`src/rtl/aes_pkg.sv`:
```
// Shared definitions for the AES block-encryption control path.
// Holds the sequencer state encoding and the fixed AES widths.
`timescale 1ns/1ps
package aes_pkg;

   localparam int AES_BLOCK_W   = 128;
   localparam int ROUND_W       = 4;
   localparam int AES128_ROUNDS = 10;
   localparam int LAT_W         = 3;

   typedef enum logic [2:0] {
      S_IDLE      = 3'd0,
      S_ARK_ISSUE = 3'd1,
      S_ARK_WAIT  = 3'd2,
      S_RT_ISSUE  = 3'd3,
      S_RT_WAIT   = 3'd4,
      S_DONE      = 3'd5
   } seq_state_t;

endpackage

```
`src/rtl/aes_latency_timer.sv`:
```
// Loadable down-counter; tc flags the last cycle of a fixed-latency wait.
`timescale 1ns/1ps
module aes_latency_timer
   import aes_pkg::*;
#(
   parameter int W = LAT_W
) (
   input  logic         clk,
   input  logic         rst,
   input  logic         load,
   input  logic [W-1:0] load_val,
   input  logic         en,
   output logic         tc
);

   logic [W-1:0] count_q;

   always_ff @(posedge clk) begin
      if (rst) begin
         count_q <= '0;
      end else if (load) begin
         count_q <= load_val;
      end else if (en && (count_q != '0)) begin
         count_q <= count_q - W'(1);
      end
   end

   // A load of N gives N wait cycles, the last one flagged here.
   assign tc = (count_q == W'(1));

endmodule

```
`src/rtl/aes_round_sequencer.sv`:
```
// Control FSM for one AES block: alternates add-round-key and round-transform
// operations, holds the intermediate state and numbers the round keys.
`timescale 1ns/1ps
module aes_round_sequencer
   import aes_pkg::*;
#(
   parameter int NUM_ROUNDS  = AES128_ROUNDS,
   parameter int ARK_LATENCY = 1
) (
   input  logic                   clk,
   input  logic                   rst,
   input  logic                   start,
   input  logic [AES_BLOCK_W-1:0] plaintext,
   output logic                   ready,
   output logic                   busy,
   output logic                   done,
   output logic [AES_BLOCK_W-1:0] ciphertext,
   output logic                   ark_start,
   output logic [ROUND_W-1:0]     ark_round,
   output logic [AES_BLOCK_W-1:0] ark_state,
   input  logic [AES_BLOCK_W-1:0] ark_result,
   output logic                   rt_start,
   output logic                   rt_last,
   output logic [AES_BLOCK_W-1:0] rt_state,
   input  logic [AES_BLOCK_W-1:0] rt_result,
   input  logic                   rt_finish
);

   localparam logic [ROUND_W-1:0] LAST_ROUND = ROUND_W'(NUM_ROUNDS);
   localparam logic [LAT_W-1:0]   ARK_LAT    = LAT_W'(ARK_LATENCY);

   seq_state_t               fsm_q;
   logic [AES_BLOCK_W-1:0]   state_q;
   logic [ROUND_W-1:0]       round_q;
   logic                     lat_tc;

   aes_latency_timer #(.W(LAT_W)) u_ark_timer (
      .clk      (clk),
      .rst      (rst),
      .load     (fsm_q == S_ARK_ISSUE),
      .load_val (ARK_LAT),
      .en       (fsm_q == S_ARK_WAIT),
      .tc       (lat_tc)
   );

   assign ark_state = state_q;
   assign rt_state  = state_q;
   assign ark_round = round_q;
   assign ready     = (fsm_q == S_IDLE);
   assign busy      = (fsm_q != S_IDLE);

   // Pulse outputs are raised on the edge that enters their state, so each
   // is high exactly while the FSM sits in ARK_ISSUE / RT_ISSUE / DONE.
   always_ff @(posedge clk) begin
      if (rst) begin
         fsm_q      <= S_IDLE;
         state_q    <= '0;
         round_q    <= '0;
         ciphertext <= '0;
         done       <= 1'b0;
         ark_start  <= 1'b0;
         rt_start   <= 1'b0;
         rt_last    <= 1'b0;
      end else begin
         done      <= 1'b0;
         ark_start <= 1'b0;
         rt_start  <= 1'b0;
         case (fsm_q)
            S_IDLE: begin
               if (start) begin
                  state_q   <= plaintext;
                  round_q   <= '0;
                  rt_last   <= 1'b0;
                  ark_start <= 1'b1;
                  fsm_q     <= S_ARK_ISSUE;
               end
            end
            S_ARK_ISSUE: fsm_q <= S_ARK_WAIT;
            S_ARK_WAIT: begin
               if (lat_tc) begin
                  state_q <= ark_result;
                  if (round_q == LAST_ROUND) begin
                     // Final key added: publish now so ciphertext is valid with done.
                     ciphertext <= ark_result;
                     done       <= 1'b1;
                     fsm_q      <= S_DONE;
                  end else begin
                     round_q  <= round_q + ROUND_W'(1);
                     rt_start <= 1'b1;
                     rt_last  <= ((round_q + ROUND_W'(1)) == LAST_ROUND);
                     fsm_q    <= S_RT_ISSUE;
                  end
               end
            end
            S_RT_ISSUE: fsm_q <= S_RT_WAIT;
            S_RT_WAIT: begin
               if (rt_finish) begin
                  state_q   <= rt_result;
                  rt_last   <= 1'b0;
                  ark_start <= 1'b1;
                  fsm_q     <= S_ARK_ISSUE;
               end
            end
            S_DONE:  fsm_q <= S_IDLE;
            default: fsm_q <= S_IDLE;
         endcase
      end
   end

endmodule

```
`config.mk`:
```
export PLATFORM = sky130hd
export DESIGN_NAME = aes_round_sequencer
export DESIGN_NICKNAME = d
export VERILOG_FILES = /design/src/rtl/aes_pkg.sv /design/src/rtl/aes_latency_timer.sv /design/src/rtl/aes_round_sequencer.sv
export SDC_FILE = /design/constraint.sdc
export NUM_CORES = 1
export LEC_CHECK = 0
export ABC_CLOCK_PERIOD_IN_PS = 2040
export CAP_MARGIN = 10
export CORE_AREA = 2 2 300 302
export CTS_CLUSTER_SIZE = 12
export DETAILED_ROUTE_END_ITERATION = 10
export DIE_AREA = 0 0 302 304
export DONT_BUFFER_PORTS = 1
export PLACE_DENSITY_LB_ADDON = 0.3
export SKIP_LAST_GASP = 1
export SLEW_MARGIN = 25
export SYNTH_ARGS = -nofsm -noshare
export SYNTH_HDL_FRONTEND = slang
export SYNTH_HIERARCHICAL = 1
export SYNTH_SLANG_ARGS = --single-unit
```
`constraint.sdc`:
```
create_clock -name clk -period 2.04 [get_ports clk]
set_clock_uncertainty 0.1 [all_clocks]
set_input_delay 0.51 -clock clk [delete_from_list [all_inputs] [get_ports clk]]
set_output_delay 0.51 -clock clk [all_outputs]
set_load 0.01 [all_outputs]
```
* After elaboration in Yosys (flattened, before gate mapping)
Cells that the tools add are included.
** Word-level totals
- Flip-flop bits (word level) :: 270
- Bits of input ports :: 388
- Word-level logic and storage cells :: 64
** Cells by class
- Add/subtract/negate cells :: 2
- Eq/ne operators :: 11
- Mux-type cells :: 25
- Bitwise logic cells :: 2
- Reduce and logical (&&, ||, !) cells :: 14
** Operator list (number)
- 128-bit 2-to-1 mux :: 3
- 128-bit case mux with 3 select lines :: 1
- 3-bit case mux with 5 select lines :: 1
- 3-bit 2-to-1 mux :: 4
- 4-bit 2-to-1 mux :: 3
- 1-bit 2-to-1 mux :: 10
- 3-bit nonzero test :: 3
- 4-bit == test (second input constant) :: 2
- 2-bit != test (second input constant) :: 4
- 4-bit case mux with 2 select lines :: 1
- 4-bit AND reduction :: 2
- 3-bit by 1-bit == test with 1-bit output (second input constant) :: 2
- 3-bit by 2-bit == test with 1-bit output (second input constant) :: 2
- 3-bit AND reduction :: 2
- 5-bit AND reduction :: 1
- 4-bit by 1-bit adder with 4-bit output (second input constant) :: 1
- 2-bit nonzero test :: 2
- 3-bit == test (second input constant) :: 1
- 3-bit zero test :: 1
- 1-bit case mux with 3 select lines :: 1
- 3-bit OR reduction :: 1
- 3-bit by 1-bit subtractor with 3-bit output (second input constant) :: 1
- 1-bit inverter :: 2
- 1-bit case mux with 2 select lines :: 1
- other kinds (2) :: 2

* Longest topological paths before layout
- Depth in word-level cells :: 5
- Depth in mapped cells :: 10
- Mapped depth without buffers :: 7

* Hierarchy
The synthesis kept the hierarchy.
** By module, submodules not included
- aes_round_sequencer :: times used 1, cells an instance 2098, area each 16841.2 um^2, seq. area each 5345.1 um^2
- aes_latency_timer :: times used 1, cells an instance 25, area each 242.7 um^2, seq. area each 60.1 um^2

* Worst setup path after synthesis
OpenSTA, ideal clock, no wires.
- Path kind :: reg2reg
- From :: register fsm_q[0]
- To :: register u_ark_timer.count_q[1]
- Arrival time :: 1.954 ns
- Path slack :: -0.136 ns
- Stages on the path, launching flop included :: 9
- Path buffers :: 4
- Period minus slack after synthesis :: 2.176 ns
- Path through :: dfxtp_1 > buf_6 > buf_6 > buf_2 > clkbuf_1 > nor2b_1 > nor2b_1 > nor3_1 > a311o_1
** On the way
- Word-level cells in the longest chain between the ends :: 2
** Ends and longest elaborated chain
- from (decl) :: line aes_round_sequencer.sv:32 : seq_state_t fsm_q;
- from (signal assigned) :: line aes_round_sequencer.sv:56 : fsm_q <= S_IDLE;
- from (signal assigned) :: line aes_round_sequencer.sv:75 : fsm_q <= S_ARK_ISSUE;
- from (signal assigned) :: line aes_round_sequencer.sv:78 : S_ARK_ISSUE: fsm_q <= S_ARK_WAIT;
- 3-bit by 1-bit == test with 1-bit output / 3-bit by 2-bit == test with 1-bit output (equally long branches) :: line aes_round_sequencer.sv:40, aes_round_sequencer.sv:42
- 2-bit OR reduction (no source line) / 1-bit logical AND (equally long branches)
- to (signal assigned) :: line aes_latency_timer.sv:22 : count_q <= load_val;
- to (signal assigned) :: line aes_latency_timer.sv:24 : count_q <= count_q - W'(1);
- to (decl) :: line aes_latency_timer.sv:16 : logic [W-1:0] count_q;
Several ways; a longest one is shown, not always the timed one.
A chain may end at the register's enable or synchronous reset.

* Worst setup path in the final report
- From :: register fsm_q[1]
- To :: register state_q[34], in the netlist ark_state[34]
** On the way
- Word-level cells in the longest chain between the ends :: 3
** Ends and longest elaborated chain
- 3-bit by 2-bit == test with 1-bit output, or another cell as far along :: line aes_round_sequencer.sv:68 : case (fsm_q)
- 2-bit != test (no source line) / 3-bit nonzero test (equally long branches)
- 4-bit AND reduction (no source line)
- to (signal assigned) :: line aes_round_sequencer.sv:71 : state_q <= plaintext;
- to (signal assigned) :: line aes_round_sequencer.sv:81 : state_q <= ark_result;
- to (signal assigned) :: line aes_round_sequencer.sv:98 : state_q <= rt_result;
- to (decl) :: line aes_round_sequencer.sv:33 : logic [AES_BLOCK_W-1:0] state_q;
Several ways; a longest one is shown, not always the timed one.

==> impl_metrics.ini <==
[status]
status = finished, violations left
violations = negative hold slack, negative setup slack

[global_routing]
grt-ovfl-total = 0
grt_usage = 0.156
first_global_vias = 15000
grt_first_pass_wirelength_mm = 106
antenna_found_initial = 13
grt_max_degree = 274

[clock_tree]
cts_buffers = 38
cts.htree.levels = 2
clk_path_buf_depth = 3
root_buffer = clkbuf_16
clk_latency_ns = 0.59
clkTransAtPathRegs_ns = 0.06
tritoncts = done
cts.sink_count = 270

[setup_path]
timing.rr.start = fsm_q[1]
critPathLaunch = fsm_q[1]
start_kind = flop
criticalPathCategory = flop to flop
endpoint_kind = flop
worstPathRequired_ns = 2.42
critical_path_arrival_ns = 2.58
critPathMaxFanout = 10

[die]
die_w_microns = 302
dieHeight_microns = 304
boundaryPins = 782
start_util = 0.192
coreArea_sq_um = 89000
die_area_sq_um = 91800
rows = 110

[placed_design]
portBuffers = 0
routabilityCongestion = 0.802
place_ws_ns = 0.0358
hpwl_mm = 54.1
dpl-instance-area_sq_um = 18000

[synthesis]
syn_inst = 2123
synth.distinct_cells = 48
yosysTopAreaCellShare = 0.316
yosysMostFrequentCell = dfxtp_1
yosys_register_bits = 270
synth_edf_count = 0
yosysWarnings = 6
synth_area_per_cell_sq_um = 8.05
synth_area_leaders = dfxtp_1 32%, a21oi_1 7.6%, a21bo_2 7.5%
async_flop_share = 0
synth-seq-area-share = 0.316
synth_area_leader_cell = dfxtp_1
synth_common_cells = 270 x dfxtp_1, 262 x nand2_1, 259 x a21oi_1
netlist_area_sq_um = 17100
synth-main-ff-cell = dfxtp_1

[drt]
via_per_inst = 4.80
drt-pass1-iter-count = 5
drc = 0
drt_iter0_markers = 1025
wl_mm = 82.8
wl_per_cell_microns = 25.0
drtAntennaViolNets = 0
vias = 15900

[timing]
fin_ws_ns = -0.154
final_hold_viol_count = 42
worst_slew_pin_slew_ns = 0.739
setup_viol_count_final = 158
min_period_over_period = 1.08
max_freq_mhz = 456
tns_ns = -9.27
rsz0062_at_grt = yes
period_needed_ns = 2.19
slew-limit-headroom = 0.508
holdWs_ns = -0.0793
slew_viol_final = 0

[final_layout]
drive_gt1_frac = 0.254
nNetsFinal = 2493
area_growth_pct = 28.8
utilization = 0.247
fin_area_sq_um = 22000

[power_and_ir_drop]
ir_worst_vdd_mv = 0.681
p_leak_uw = 0.00791
power.density_nw_per_um2 = 831

[hold_path]
hold_path_startpoint = rst
hold_path_class = input port to flop

[run]
maxCapViolations = 0
## worst max-delay path, cell delays in order (launching register included)
cell,delay (ns)
dfxtp_4,0.36
buf_4,0.16
buf_6,0.14
mux2i_1,0.13
o21a_4,0.26
buf_12,0.14
clkbuf_16,0.18
buf_6,0.14
or3_1,0.34
a21oi_1,0.12
## layout make-up
type,instances,area (sq um)
fillers,9740,67000
well taps,1176,1470
clock buffers,59,1200
multi-input cells,1484,10100
flip-flops and latches,270,5420
inverters,9,36.3
diodes,10,25.0
repair buffers,296,3670
clock inverters,7,92.6
## sequential cells by signal, summed over array words and instances (netlist names)
signal and cells:
ciphertext 128, fsm_q 3, ark_state 128, u_ark_timer/count_q 3, rt_start 1, ark_round 4
rt_last 1, ark_start 1, done 1
## what timing repair did
action / 4_1_cts / 5_1_grt
setup endpoints to repair: 4 / 238
cloned: 6 / 32
pin swaps: 2 / 43
resized for setup: 10 / 175
endpoints found under the hold margin: 265 / 209
setup buffers: 11 / 13
hold buffers: 71 / 9
## through the flow
| stage | std cells | total power, uW |
|---|---|---|
| after global placement | 3094 | 10500 |
| after floorplan | 2124 | 9530 |
| final | 3311 | 18300 |
| after global routing | 3305 | 19200 |
| after detailed placement | 3094 | 10600 |
| after CTS | 3248 | 18100 |
## path summary, 6_finish.rpt
kind	to	slack [ns]	cells past startpoint
hold reg to reg	ark_state[9]	0.38	2
hold / removal	ciphertext[1]	-0.08	1
setup reg to reg	ark_state[34]	-0.15	9
setup / recovery	ark_state[34]	-0.15	9
## where the power goes
part	leakage (uW)	switching, uW	internal, uW
Clock	0.000642	2770	4290
Sequential	0.00220	918	5650
Combinational	0.00507	2240	2430
Total	0.00791	5930	12400
## cell families after synthesis
| group | Yosys count | share of synthesized area |
|---|---|---|
| simple gates | 813 | 0.288 |
| mux | 2 | 0.00117 |
| flops | 270 | 0.316 |
| fa+ha+maj | 6 | 0.00439 |
| compound gates | 658 | 0.262 |
| other cells | 2 | 0.000440 |
| xor+xnor | 2 | 0.00103 |
| buf+inv | 370 | 0.126 |
## cells in the final DEF, fill, tap and decap left out, types with 13 or more instances in the layout
master | synthesis | final
a21bo_2 | 128 | 128
a21oi_1 | 259 | 196
a21oi_2 | 0 | 63
and3b_1 | 129 | 129
buf_12 | 0 | 36
buf_4 | 144 | 121
buf_6 | 26 | 17
clkbuf_16 | 0 | 64
clkbuf_8 | 0 | 13
dfxtp_1 | 270 | 264
dlygate4sd3_1 | 0 | 80
nand2_1 | 262 | 229
nand2_4 | 0 | 23
nor2b_1 | 133 | 132
nor3b_1 | 130 | 129
o21ai_0 | 130 | 130
o32ai_1 | 129 | 128
or3_1 | 129 | 113
or3_4 | 0 | 16
## metal layers
layer / share of wire / GRT usage
met1: 0.40 / 0.180
met2: 0.46 / 0.257
met3: 0.10 / 0.0667
met4: 0.033 / 0.0557
met5: 0.00089 / 0
(Power assumes the default switching activity.)
